$ cat config.mk
export PLATFORM = sky130hd
export DESIGN_NAME = bram_frame_streamer
export DESIGN_NICKNAME = d
export VERILOG_FILES = /design/src/rtl/bram_frame_streamer.sv
export SDC_FILE = /design/constraint.sdc
export NUM_CORES = 1
export LEC_CHECK = 0
export BUFFER_PORTS_ARGS = -buffer_cell sky130_fd_sc_hd__buf_2
export CORE_MARGIN = 8
export CORE_UTILIZATION = 56
export DETAILED_ROUTE_END_ITERATION = 8
export PLACE_DENSITY = 0.77
export SYNTH_ARGS = -nofsm -noshare
export SYNTH_HDL_FRONTEND = slang
export SYNTH_SLANG_ARGS = --single-unit
$ cat constraint.sdc
create_clock -name clk_100mhz_i -period 3.8 [get_ports clk_100mhz_i]
set_clock_uncertainty 0.15 [all_clocks]
set_input_delay 0.76 -clock clk_100mhz_i [delete_from_list [all_inputs] [get_ports clk_100mhz_i]]
set_output_delay 0.76 -clock clk_100mhz_i [all_outputs]
set_load 0.02 [all_outputs]
$ cat src/rtl/bram_frame_streamer.sv
// Streams a W x H frame out of the image BRAM into the Sobel input FIFO.
// Read latency and FIFO back-pressure are absorbed by a small skid buffer.
module bram_frame_streamer #(
    parameter int ADDR_W     = 13,
    parameter int DATA_W     = 8,
    parameter int DIM_W      = 8,
    parameter int BASE_ADDR  = 0,
    parameter int SKID_DEPTH = 4
) (
    input  logic              clk_100mhz_i,
    input  logic              reset_n_i,
    input  logic              start_i,
    input  logic              abort_i,
    input  logic [DIM_W-1:0]  cfg_width_i,
    input  logic [DIM_W-1:0]  cfg_height_i,
    input  logic              fifo_rst_busy_i,
    input  logic              fifo_full_i,
    output logic              bram_en_o,
    output logic [ADDR_W-1:0] bram_addr_o,
    input  logic [DATA_W-1:0] bram_data_i,
    output logic [DATA_W-1:0] fifo_din_o,
    output logic              fifo_wr_en_o,
    output logic              sof_o,
    output logic              eol_o,
    output logic              eof_o,
    output logic              busy_o,
    output logic              done_o,
    output logic              err_cfg_o
);

    localparam int N_W   = 2 * DIM_W;
    localparam int CHK_W = ((N_W > ADDR_W) ? N_W : ADDR_W) + 2;
    localparam int PTR_W = (SKID_DEPTH > 1) ? $clog2(SKID_DEPTH) : 1;
    localparam int CNT_W = $clog2(SKID_DEPTH + 1);
    localparam int ENT_W = DATA_W + 3;

    localparam logic [2:0] S_IDLE     = 3'd0;
    localparam logic [2:0] S_WAIT_RST = 3'd1;
    localparam logic [2:0] S_STREAM   = 3'd2;
    localparam logic [2:0] S_DRAIN    = 3'd3;
    localparam logic [2:0] S_DONE     = 3'd4;

    logic [2:0]        state_q, state_d;
    logic              err_q, err_d;
    logic [DIM_W-1:0]  w_q, h_q;
    logic [N_W-1:0]    n_q;
    logic [N_W-1:0]    idx_q;
    logic [DIM_W-1:0]  col_q, row_q;

    logic              bram_en_q;
    logic [ADDR_W-1:0] bram_addr_q;
    logic [2:0]        sb1_q;
    logic              rd_vld_q;
    logic [2:0]        sb2_q;

    logic [ENT_W-1:0]  skid_mem_q [SKID_DEPTH];
    logic [PTR_W-1:0]  wr_ptr_q, rd_ptr_q;
    logic [CNT_W-1:0]  skid_cnt_q, skid_cnt_d;
    logic [CNT_W-1:0]  out_q, out_d;

    logic [N_W-1:0]    cfg_n;
    logic              cfg_ok;
    logic              accept;
    logic              issue;
    logic              last_issue;
    logic              flush;
    logic              push;
    logic              wr_fire;
    logic              col_wrap;
    logic [ENT_W-1:0]  skid_head;

    assign cfg_n  = N_W'(cfg_width_i) * N_W'(cfg_height_i);
    assign cfg_ok = (cfg_width_i != '0) && (cfg_height_i != '0) &&
                    ((CHK_W'(BASE_ADDR) + CHK_W'(cfg_n)) <= (CHK_W'(1) << ADDR_W));

    assign accept = (state_q == S_IDLE) && start_i && !abort_i && cfg_ok;
    assign flush  = abort_i && (state_q != S_IDLE);

    // The first read goes out on the WAIT_RST->STREAM edge so bram_en leads by one cycle only.
    assign issue = !abort_i && (out_q < CNT_W'(SKID_DEPTH)) &&
                   (((state_q == S_WAIT_RST) && !fifo_rst_busy_i) || (state_q == S_STREAM));
    assign last_issue = issue && (idx_q == n_q - N_W'(1));
    assign col_wrap   = (col_q == w_q - DIM_W'(1));

    assign skid_head = skid_mem_q[rd_ptr_q];
    assign wr_fire   = (skid_cnt_q != '0) && !fifo_full_i && !fifo_rst_busy_i;
    assign push      = rd_vld_q && !flush;

    always_comb begin
        state_d = state_q;
        err_d   = 1'b0;
        case (state_q)
            S_IDLE: begin
                if (start_i && !abort_i) begin
                    if (cfg_ok) state_d = S_WAIT_RST;
                    else        err_d   = 1'b1;
                end
            end
            S_WAIT_RST: begin
                if (!fifo_rst_busy_i && issue) state_d = last_issue ? S_DRAIN : S_STREAM;
            end
            S_STREAM: begin
                if (last_issue) state_d = S_DRAIN;
            end
            S_DRAIN: begin
                if (out_d == '0) state_d = S_DONE;
            end
            S_DONE:  state_d = S_IDLE;
            default: state_d = S_IDLE;
        endcase
        if (flush) state_d = S_IDLE;
    end

    always_comb begin
        out_d = out_q;
        if (flush) out_d = '0;
        else       out_d = out_q + CNT_W'(issue) - CNT_W'(wr_fire);
    end

    always_comb begin
        skid_cnt_d = skid_cnt_q;
        if (flush) skid_cnt_d = '0;
        else       skid_cnt_d = skid_cnt_q + CNT_W'(push) - CNT_W'(wr_fire);
    end

    always_ff @(posedge clk_100mhz_i or negedge reset_n_i) begin
        if (!reset_n_i) begin
            state_q <= S_IDLE;
            err_q   <= 1'b0;
            w_q     <= '0;
            h_q     <= '0;
            n_q     <= '0;
            idx_q   <= '0;
            col_q   <= '0;
            row_q   <= '0;
            out_q   <= '0;
        end else begin
            state_q <= state_d;
            err_q   <= err_d;
            out_q   <= out_d;
            if (accept) begin
                w_q   <= cfg_width_i;
                h_q   <= cfg_height_i;
                n_q   <= cfg_n;
                idx_q <= '0;
                col_q <= '0;
                row_q <= '0;
            end else if (issue) begin
                idx_q <= idx_q + N_W'(1);
                if (col_wrap) begin
                    col_q <= '0;
                    row_q <= row_q + DIM_W'(1);
                end else begin
                    col_q <= col_q + DIM_W'(1);
                end
            end
        end
    end

    // Sideband travels with the read through the two-stage BRAM latency pipeline.
    always_ff @(posedge clk_100mhz_i or negedge reset_n_i) begin
        if (!reset_n_i) begin
            bram_en_q   <= 1'b0;
            bram_addr_q <= '0;
            sb1_q       <= '0;
            rd_vld_q    <= 1'b0;
            sb2_q       <= '0;
        end else begin
            bram_en_q <= issue;
            if (issue) begin
                bram_addr_q <= ADDR_W'(BASE_ADDR) + ADDR_W'(idx_q);
                sb1_q       <= {(idx_q == '0), col_wrap, col_wrap && (row_q == h_q - DIM_W'(1))};
            end
            rd_vld_q <= bram_en_q && !flush;
            sb2_q    <= sb1_q;
        end
    end

    always_ff @(posedge clk_100mhz_i or negedge reset_n_i) begin
        if (!reset_n_i) begin
            for (int i = 0; i < SKID_DEPTH; i++) skid_mem_q[i] <= '0;
            wr_ptr_q   <= '0;
            rd_ptr_q   <= '0;
            skid_cnt_q <= '0;
        end else begin
            skid_cnt_q <= skid_cnt_d;
            if (flush) begin
                wr_ptr_q <= '0;
                rd_ptr_q <= '0;
            end else begin
                if (push) begin
                    skid_mem_q[wr_ptr_q] <= {bram_data_i, sb2_q};
                    wr_ptr_q <= (wr_ptr_q == PTR_W'(SKID_DEPTH - 1)) ? '0 : wr_ptr_q + PTR_W'(1);
                end
                if (wr_fire) begin
                    rd_ptr_q <= (rd_ptr_q == PTR_W'(SKID_DEPTH - 1)) ? '0 : rd_ptr_q + PTR_W'(1);
                end
            end
        end
    end

    assign bram_en_o    = bram_en_q;
    assign bram_addr_o  = bram_addr_q;
    assign fifo_din_o   = skid_head[ENT_W-1:3];
    assign fifo_wr_en_o = wr_fire;
    assign sof_o        = wr_fire && skid_head[2];
    assign eol_o        = wr_fire && skid_head[1];
    assign eof_o        = wr_fire && skid_head[0];
    assign busy_o       = (state_q != S_IDLE);
    assign done_o       = (state_q == S_DONE);
    assign err_cfg_o    = err_q;

endmodule

# == Word-level counts from Yosys, hierarchy flattened ==
# Index checks and enable logic that the tools add are counted.
# totals
reg_bits,143
in_bits,30
out_inout_bits,29
wordCells,129
# classes
addsub,12
mul,1
order_cmp,5
n_eq_ne,14
n_mux,33
n_bitwise,3
reduce_logical,40
# op_table
op,n
8-bit two-way mux,6
44-bit bitwise mux,1
11-bit two-way mux,3
16-bit two-way mux,2
3-bit two-way mux,8
11-bit binary-select mux with 2-bit select,1
11-bit demux with 2-bit select,1
1-bit logical AND,21
"16-bit by 1-bit adder with 16-bit output, second input constant",1
"8-bit by 1-bit adder with 8-bit output, second input constant",2
16-bit == test,1
8-bit == test,2
"16-bit by 14-bit <= comparator with 1-bit output, second input constant",1
16-bit zero test,1
8-bit by 8-bit multiplier with 16-bit output,1
8-bit nonzero test,2
"16-bit by 1-bit subtractor with 16-bit output, second input constant",1
"8-bit by 1-bit subtractor with 8-bit output, second input constant",2
2-bit two-way mux,6
3-bit one-hot mux with 4 select lines,1
"3-bit != test, second input constant",3
2-bit nonzero test,4
3-bit by 1-bit adder with 3-bit output,2
"3-bit by 2-bit == test with 1-bit output, second input constant",2
other kinds (18),33

# == Logic depth before layout (Yosys ltp) ==
# Gate-level depths: netlist (run 1).
# logic_depth
word_depth,11
ltp_mapped,20
depth_no_buf,17

# == Worst setup path before layout (run 1) ==
# OpenSTA, ideal clock, no wires.
# synth_path
path_type,input to register
start,input cfg_height_i[7]
end,register h_q[5]
setup_ps,128
t_arrival_ps,5609
t_required_ps,3522
setup_slack_ps,-2087
stages,17
path_buffers,2
path_cell_list,clkbuf_1 and2_1 fa_1 fa_1 fa_1 inv_1 fa_1 inv_1 ha_1 a2111oi_2 o21ai_1 a31o_1 a21o_1 a221o_1 a21oi_4 buf_6 mux2_1
# synth_via
elab_chain_cells,4
word_cells_on_any_way,6
classes_between,mul (1); order compare (1); reduce/logical (4)
# synth_rtl
item,line,text
start: declaration,15,"input logic [DIM_W-1:0] cfg_height_i,"
8-bit by 8-bit multiplier with 16-bit output or 8-bit nonzero test (tied branches),"72, 73",
16-bit by 14-bit <= comparator with 1-bit output or 1-bit logical AND (tied branches),"74, 73",
1-bit logical AND *,73,assign cfg_ok = (cfg_width_i != '0) && (cfg_height_i != '0) &&
1-bit logical AND *,76,assign accept = (state_q == S_IDLE) && start_i && !abort_i && cfg_ok;
end signal: assignment,143,h_q <= cfg_height_i;
end: declaration,45,"logic [DIM_W-1:0] w_q, h_q;"
# Every way passes the cells marked *; elsewhere a longest branch is shown, timed or not.
# A chain may end at the register's enable or synchronous reset.

# == Worst setup path after layout (run 1) ==
# layout_path
start,input cfg_height_i[4]
end,register w_q[1]
# layout_via
elab_chain_cells,4
word_cells_on_any_way,6
classes_between,mul (1); order compare (1); reduce/logical (4)
# layout_rtl
item,line,text
8-bit by 8-bit multiplier with 16-bit output or 8-bit nonzero test (tied branches),"72, 73",
16-bit by 14-bit <= comparator with 1-bit output or 1-bit logical AND (tied branches),"74, 73",
1-bit logical AND *,73,
1-bit logical AND *,76,
end signal: assignment,142,w_q <= cfg_width_i;
end: declaration,45,
# Marked as above.

==> results.yml, run 1 <==
run_status:
  outcome: "finished, violations left"
  failed_checks: "setup timing"
timing:
  drv_slew: 0
  setup_viol: 66
  finalCriticalPeriod_ns: 5.30
  rsz0062_at_grt: "yes"
  hold_viol: 0
  worstMarginPinSlew_ns: 0.761
  setup_ws_ns: -1.50
  max_slew_margin: 0.488
  timing.hold.ws_ns: 0.0667
  fin_crit_sh: 1.40
  fmax_ghz: 0.189
floorplanning:
  io_pins: 59
  die_h_um: 148
  dieArea_um2: 21900
  die_w_um: 148
  num_rows: 48
  initial_core_util: 0.569
  coreArea_um2: 17200
power_and_ir_drop:
  power_density_nw_per_um2: 689
  power.total_mw: 8.36
  power_leakage_nw: 5.73
  max-vdd-ir-drop_uv: 453
worst_setup_path:
  max_stage_delay_ns: 0.50
  endpoint_kind: "flip-flop"
  startpoint_type: "primary input"
  required_ns: 3.96
  cp_max_fo: 7
  crit_path_cell_trace: "buf_8 > and2_4 > fa_1 > fa_1 > fa_1 > inv_1 > fa_1 > inv_2 > ha_4 > a2111oi_4 > o21ai_1 > buf_4 > and3_4 > o311a_1 > o2111ai_2 > a21oi_4 > buf_6 > clkbuf_16 > mux2_4"
  slowest_stage: "fa_1"
  cp.arrival_ns: 5.46
  crit_buf_inv: 6
  crit_family: "adder cells"
  path_common_cell: "fa_1"
  path_class: "primary input to flip-flop"
placement:
  dp_hpwl_mm: 16.9
  pre_cts_slack_ns: -1.91
  portBuffers: 58
  place.gp.congestion: 0.917
cts:
  clockBufferDepth: 2
  cts_made_buffers: 17
  cts_root_buffer: "clkbuf_16"
  clk_pin_slew_worst_paths_ns: 0.06
  hold_buffers: 0
  clock_latency_ns: 0.42
  cts_tree: "done"
  htreeDepth: 4
  clock-sinks: 143
global_route:
  track_usage: 0.214
  grt_pass1_wl_mm: 37.8
  overflow: 0
  grtUsageMet2: 0.365
  met1_usage: 0.271
  grt_max_degree: 74
  grt.met3_usage: 0.0386
  grt_pass1_vias: 7616
  antenna_found_initial: 0
  grt.busiest_layer: "met2"
final_layout:
  fin_nets: 1230
  final_util: 0.707
  diodes: 0
  syn_to_final_growth_pct: 24.2
  drive_gt1_frac: 0.312
  fillerInstances: 1195
synthesis:
  yosysWarnings: 0
  seq_area_frac_synth: 0.366
  syn_area_um2: 9770
  synth_cell_type_count: 69
  ys_ff_latch: 143
  ys.flop_type: "dfrtp_1"
  ys_async_sr_fraction: 1.00
  synth_edf_count: 0
  synthCells: 978
  syn_avg_cell_area_um2: 9.99
  synth_fp_nets: 1098
route:
  wl_mm: 23.8
  drt_first_iter_violations: 605
  drc_errors: 0
  postRouteAntennaNets: 0
  wl_per_cell_um: 17.7
  via_count: 7659
  vias_per_cell: 5.68
  drtPass1Iterations: 5
flow_run:
  drv_cap: 0
hold_path:
  hp-class: "primary input to asynchronous set/reset pin"
[flip-flops by register name (all words and copies together) (netlist names), 2 cells and up]
register,cells
skid_mem_q,44
idx_q,16
n_q,16
bram_addr_o,13
col_q,8
h_q,8
row_q,8
w_q,8
out_q,3
sb1_q,3
sb2_q,3
skid_cnt_q,3
state_q,3
rd_ptr_q,2
wr_ptr_q,2
[repair_timing]
action	4_1_cts	5_1_grt
cloned	2	5
setup buffers	5	4
pin swaps	2	11
setup endpoints to repair	66	66
resized for setup	43	63
[where the power goes]
group          switching, mW  internal (mW)  leakage [nW]
Clock                  0.699          0.943         0.284
Sequential             0.544           1.98          1.88
Combinational           1.99           2.21          3.57
Total                   3.23           5.13          5.73
[layout make-up]
type / instances / area [µm²] / area share
multi-input combinational: 710 / 6110 / 0.504
inverter: 80 / 300 / 0.0247
clock buffer: 18 / 439 / 0.0362
clock inverter: 14 / 145 / 0.0120
timing repair buffer: 158 / 1280 / 0.105
tap: 225 / 282 / 0.0232
sequential: 143 / 3580 / 0.295
[worst register-to-register path, cell delays in order, from the launching register on]
cell	delay, ns
dfrtp_1	0.45
or3b_1	0.37
a2111o_1	0.45
ha_1	0.29
inv_1	0.04
ha_1	0.18
fa_1	0.38
xnor2_1	0.23
nand3_1	0.12
nor3b_1	0.17
buf_4	0.14
o21ai_0	0.16
o31ai_1	0.09
[cell families (layout without fill, tap and decap cells)]
group           after synthesis  count (layout)  synth area share
compound gates              106             106            0.0739
xor+xnor                     70              70            0.0627
fa+ha+maj                    90              90             0.144
buf+inv                     125             270            0.0515
flops                       143             143             0.366
mux                          95              95             0.120
simple gates                349             349             0.181
[through the flow]
step / std cells / instance area [µm²] / setup TNS (ns)
finish: 1348 / 12100 / -93.93
global route: 1348 / 12100 / -103.09
CTS: 1339 / 11800 / -90.47
detailed placement: 1300 / 11000 / -121.12
global placement: 1300 / 11000 / -116.07
floorplan: 978 / 9960 / -109.23
[layout by cell type (no fill, tap or decap), types with 7 or more instances in the layout]
cell type / synthesis / final
dfrtp_1: 143 / 143
nand2_1: 96 / 96
buf_4: 2 / 88
inv_1: 79 / 74
and2_1: 63 / 53
ha_1: 52 / 49
buf_2: 3 / 49
nor2_1: 68 / 46
mux2_2: 49 / 45
xnor2_1: 38 / 38
fa_1: 38 / 36
xor2_1: 32 / 32
o21ai_0: 37 / 30
nand3_1: 27 / 27
mux2_4: 0 / 26
clkbuf_16: 0 / 21
nor3_1: 20 / 19
nor2_4: 0 / 18
nor4_1: 15 / 15
mux2i_1: 13 / 13
a21oi_1: 20 / 13
mux4_2: 11 / 11
and2_4: 0 / 10
nor2b_1: 12 / 10
nand2b_1: 9 / 9
buf_6: 3 / 9
a21oi_2: 0 / 7
[routing by layer]
layer	up-vias	part of all wire
li1	3584	-
met1	3848	0.43
met2	190	0.50
met3	37	0.043
met4	0	0.021
met5	-	0
[cells in the mapped netlist (all sizes together) (3+ instances only)]
| cell type | n | area [µm²] |
|---|---|---|
| xnor2 | 38 | 333 |
| or3 | 6 | 37.5 |
| mux2 | 71 | 800 |
| and2 | 64 | 400 |
| xor2 | 32 | 280 |
| a21oi | 21 | 116 |
| mux4 | 11 | 248 |
| nand2 | 96 | 360 |
| or2 | 4 | 25.0 |
| ha | 52 | 651 |
| and3 | 4 | 25.0 |
| o22ai | 4 | 25.0 |
| nor2 | 68 | 255 |
| dfrtp | 143 | 3580 |
| a211oi | 3 | 22.5 |
| o21ai | 38 | 190 |
| nand4 | 6 | 37.5 |
| nand3b | 4 | 30.0 |
| nand3 | 28 | 145 |
| nand2b | 9 | 56.3 |
| inv | 79 | 297 |
| or4 | 4 | 30.0 |
| o211ai | 5 | 37.5 |
| nor2b | 12 | 75.1 |
| o21a | 5 | 37.5 |
| nor4 | 17 | 128 |
| fa | 38 | 761 |
| mux2i | 13 | 130 |
| o31ai | 3 | 36.3 |
| clkbuf | 33 | 124 |
| buf | 12 | 78.8 |
| nor3 | 20 | 100 |
| a21o | 4 | 30.0 |
[path summary, 6_finish.rpt]
kind	endpoint	cells past startpoint	from	slack (ns)
min in group clk_100mhz_i	sb2_q[2]$_DFF_PN0_	0	sb1_q[2]$_DFFE_PN0P_	0.24
max in group asynchronous	skid_mem_q[11]$_DFFE_PN0P_	2	reset_n_i	2.58
min reg2reg	sb2_q[2]$_DFF_PN0_	0	sb1_q[2]$_DFFE_PN0P_	0.24
max	w_q[1]$_DFFE_PN0N_	19	cfg_height_i[4]	-1.50
max reg2reg	state_q[1]$_DFFE_PN0P_	12	state_q[0]$_DFFE_PN0P_	0.48
min	h_q[3]$_DFFE_PN0N_	1	reset_n_i	0.07
Note: power is estimated with default switching activity, not from simulation.
==> run 2: changes to the inputs <==
Settings changed: REMOVE_ABC_BUFFERS from default to 1.
==> results.yml, run 2 (synthesis results as in run 1) <==
worst_setup_path:
  timing.rr.end: "state_q[0]$_DFFE_PN0P_"
  slowest_stage: "fa_1"
  path_class: "primary input to flip-flop"
  r2r_cells: 12
  r2r_start: "state_q[0]$_DFFE_PN0P_"
  endpoint_kind: "flip-flop"
  cp_max_fo: 6
  cp.arrival_ns: 5.71
  crit_family: "adder cells"
  max_stage_delay_ns: 0.61
  r2r_slack_ns: 0.47
  crit_buf_inv: 5
  required_ns: 3.96
  crit_path_cell_trace: "buf_4 > buf_4 > and2_1 > ha_1 > fa_1 > ha_1 > inv_1 > fa_1 > fa_1 > nor4b_1 > nand3b_1 > nor4_1 > o2111ai_4 > a21oi_4 > buf_12 > clkbuf_16 > mux2_4"
  path_common_cell: "fa_1"
  startpoint_type: "primary input"
final_layout:
  fillerInstances: 1183
  postLayoutCellArea_um2: 12200
  diodes: 0
  reg.largest.list: "skid_mem_q x44, idx_q x16, n_q x16"
  final_common_cell: "dfrtp_1"
  drive_gt1_frac: 0.309
  fin_nets: 1242
  top_register: "skid_mem_q"
  layout_common_cells: "dfrtp_1 (143), nand2_1 (96), buf_4 (94)"
  stdcell_count: 1360
  largest_register_ffs: 44
  syn_to_final_growth_pct: 25.0
route:
  via_count: 7895
  postRouteAntennaNets: 0
  vias_per_cell: 5.81
  drtPass1Iterations: 5
  drt_first_iter_violations: 529
  wl_per_cell_um: 18.5
  drc_errors: 0
  wl_mm: 25.2
timing:
  rsz0062_at_grt: "yes"
  drv_slew: 0
  fmax_ghz: 0.180
  max_slew_margin: 0.445
  setup_viol: 66
  fin_crit_sh: 1.46
  finalCriticalPeriod_ns: 5.55
  tns_ns: -110.23
  setup_ws_ns: -1.75
  hold_viol: 0
  worstMarginPinSlew_ns: 0.832
power_and_ir_drop:
  seqPwrFrac: 0.294
  p_sw_mw: 3.38
  p_int_mw: 5.22
  p_clk_frac: 0.195
  power_leakage_nw: 5.80
  max-vdd-ir-drop_uv: 401
  power.total_mw: 8.60
  p_sw_frac: 0.393
  power_density_nw_per_um2: 704
  pwr-share-comb: 0.511
global_route:
  overflow: 0
  grt_max_degree: 93
  grt_pass1_wl_mm: 38.6
  track_usage: 0.217
  grt_pass1_vias: 7976
  antenna_found_initial: 0
cts:
  cts_tree: "done"
  hold_buffers: 0
  cts_made_buffers: 17
  clock-sinks: 143
  htreeDepth: 4
  clockBufferDepth: 2
  cts_root_buffer: "clkbuf_16"
  clk_pin_slew_worst_paths_ns: 0.06
  clock_latency_ns: 0.43
flow_run:
  drv_cap: 0
hold_path:
  hp-class: "flip-flop to flip-flop"
  min_from: "sb1_q[1]$_DFFE_PN0P_"
  hold-path-cell-count: 0
  whs_endpoint: "sb2_q[1]$_DFF_PN0_"
placement:
  portBuffers: 58
  dp_cells: 1305
  place.gp.congestion: 0.900
  place_area_um2: 10900
  dp_hpwl_mm: 16.5
floorplanning:
  initial_core_util: 0.569
  coreArea_um2: 17200
  io_pins: 59
  die_h_um: 148
  dieArea_um2: 21900
  num_rows: 48
  die_w_um: 148
run_status:
  failed_checks: "setup timing"
  outcome: "finished, violations left"
-- run 2: what timing repair did --
item                       4_1_cts  5_1_grt
pin swaps                        9       40
cloned                           2        3
setup endpoints to repair       66       66
setup buffers                   11       10
gates resized for setup         70       76
-- run 2: layout make-up --
cell class              count  area, µm²  share of cell area
multi-input cells         710       6070               0.497
clock buffers              19        433              0.0354
inverters                  80        300              0.0246
clock inverters            13        153              0.0125
repair buffers            170       1400               0.114
well taps                 225        282              0.0230
flip-flops and latches    143       3580               0.293
-- run 2: worst reg2reg max path: stages, from the launching register on --
cell      delay (ns)
dfrtp_1         0.47
or3b_1          0.37
a2111o_1        0.43
ha_1            0.29
inv_1           0.04
ha_1            0.19
fa_1            0.51
nor2_1          0.05
nand3_1         0.09
nor3b_1         0.27
nor2_1          0.07
o31a_1          0.11
a211oi_2        0.21
-- run 2: worst max path at each step --
| stage | startpoint | endpoint | slack, ns | cells past startpoint |
|---|---|---|---|---|
| 4_1_cts | cfg_height_i[7] | n_q[12]$_DFFE_PN0N_ | -1.49 | 18 |
| 2_1_floorplan | cfg_height_i[7] | w_q[7]$_DFFE_PN0N_ | -2.52 | 15 |
| 5_1_grt | cfg_height_i[2] | n_q[8]$_DFFE_PN0N_ | -1.96 | 18 |
| 3_5_place_dp | cfg_height_i[7] | h_q[5]$_DFFE_PN0N_ | -2.08 | 17 |
| 6_report | cfg_height_i[2] | w_q[6]$_DFFE_PN0N_ | -1.75 | 17 |
| 3_3_place_gp | cfg_height_i[7] | w_q[7]$_DFFE_PN0N_ | -2.03 | 17 |
-- run 2: layer usage --
metal	vias to the layer above	track usage	routed length, µm
met2	266	0.372	12900
met3	68	0.0392	1310
li1	3592	-	-
met5	-	0	0
met4	0	0.0887	723
met1	3969	0.264	10200
-- run 2: power groups by stage --
stage	combinational, mW	sequential, mW	clock [mW]
5_1_grt	4.80	2.59	1.77
6_report	4.39	2.53	1.68
4_1_cts	4.04	2.49	1.69
3_5_place_dp	3.63	2.51	0
2_1_floorplan	2.42	2.39	0
3_3_place_gp	3.49	2.47	0
-- run 2: stage by stage --
step / setup slack (ns) / hold WS [ns] / utilization
finish: -1.75 / 0.231 / 0.711
global route: -1.96 / 0.239 / 0.711
CTS: -1.49 / 0.228 / 0.689
detailed placement: -2.08 / 0.216 / 0.632
global placement: -2.03 / 0.211 / 0.632
floorplan: -2.52 / 0.204 / -
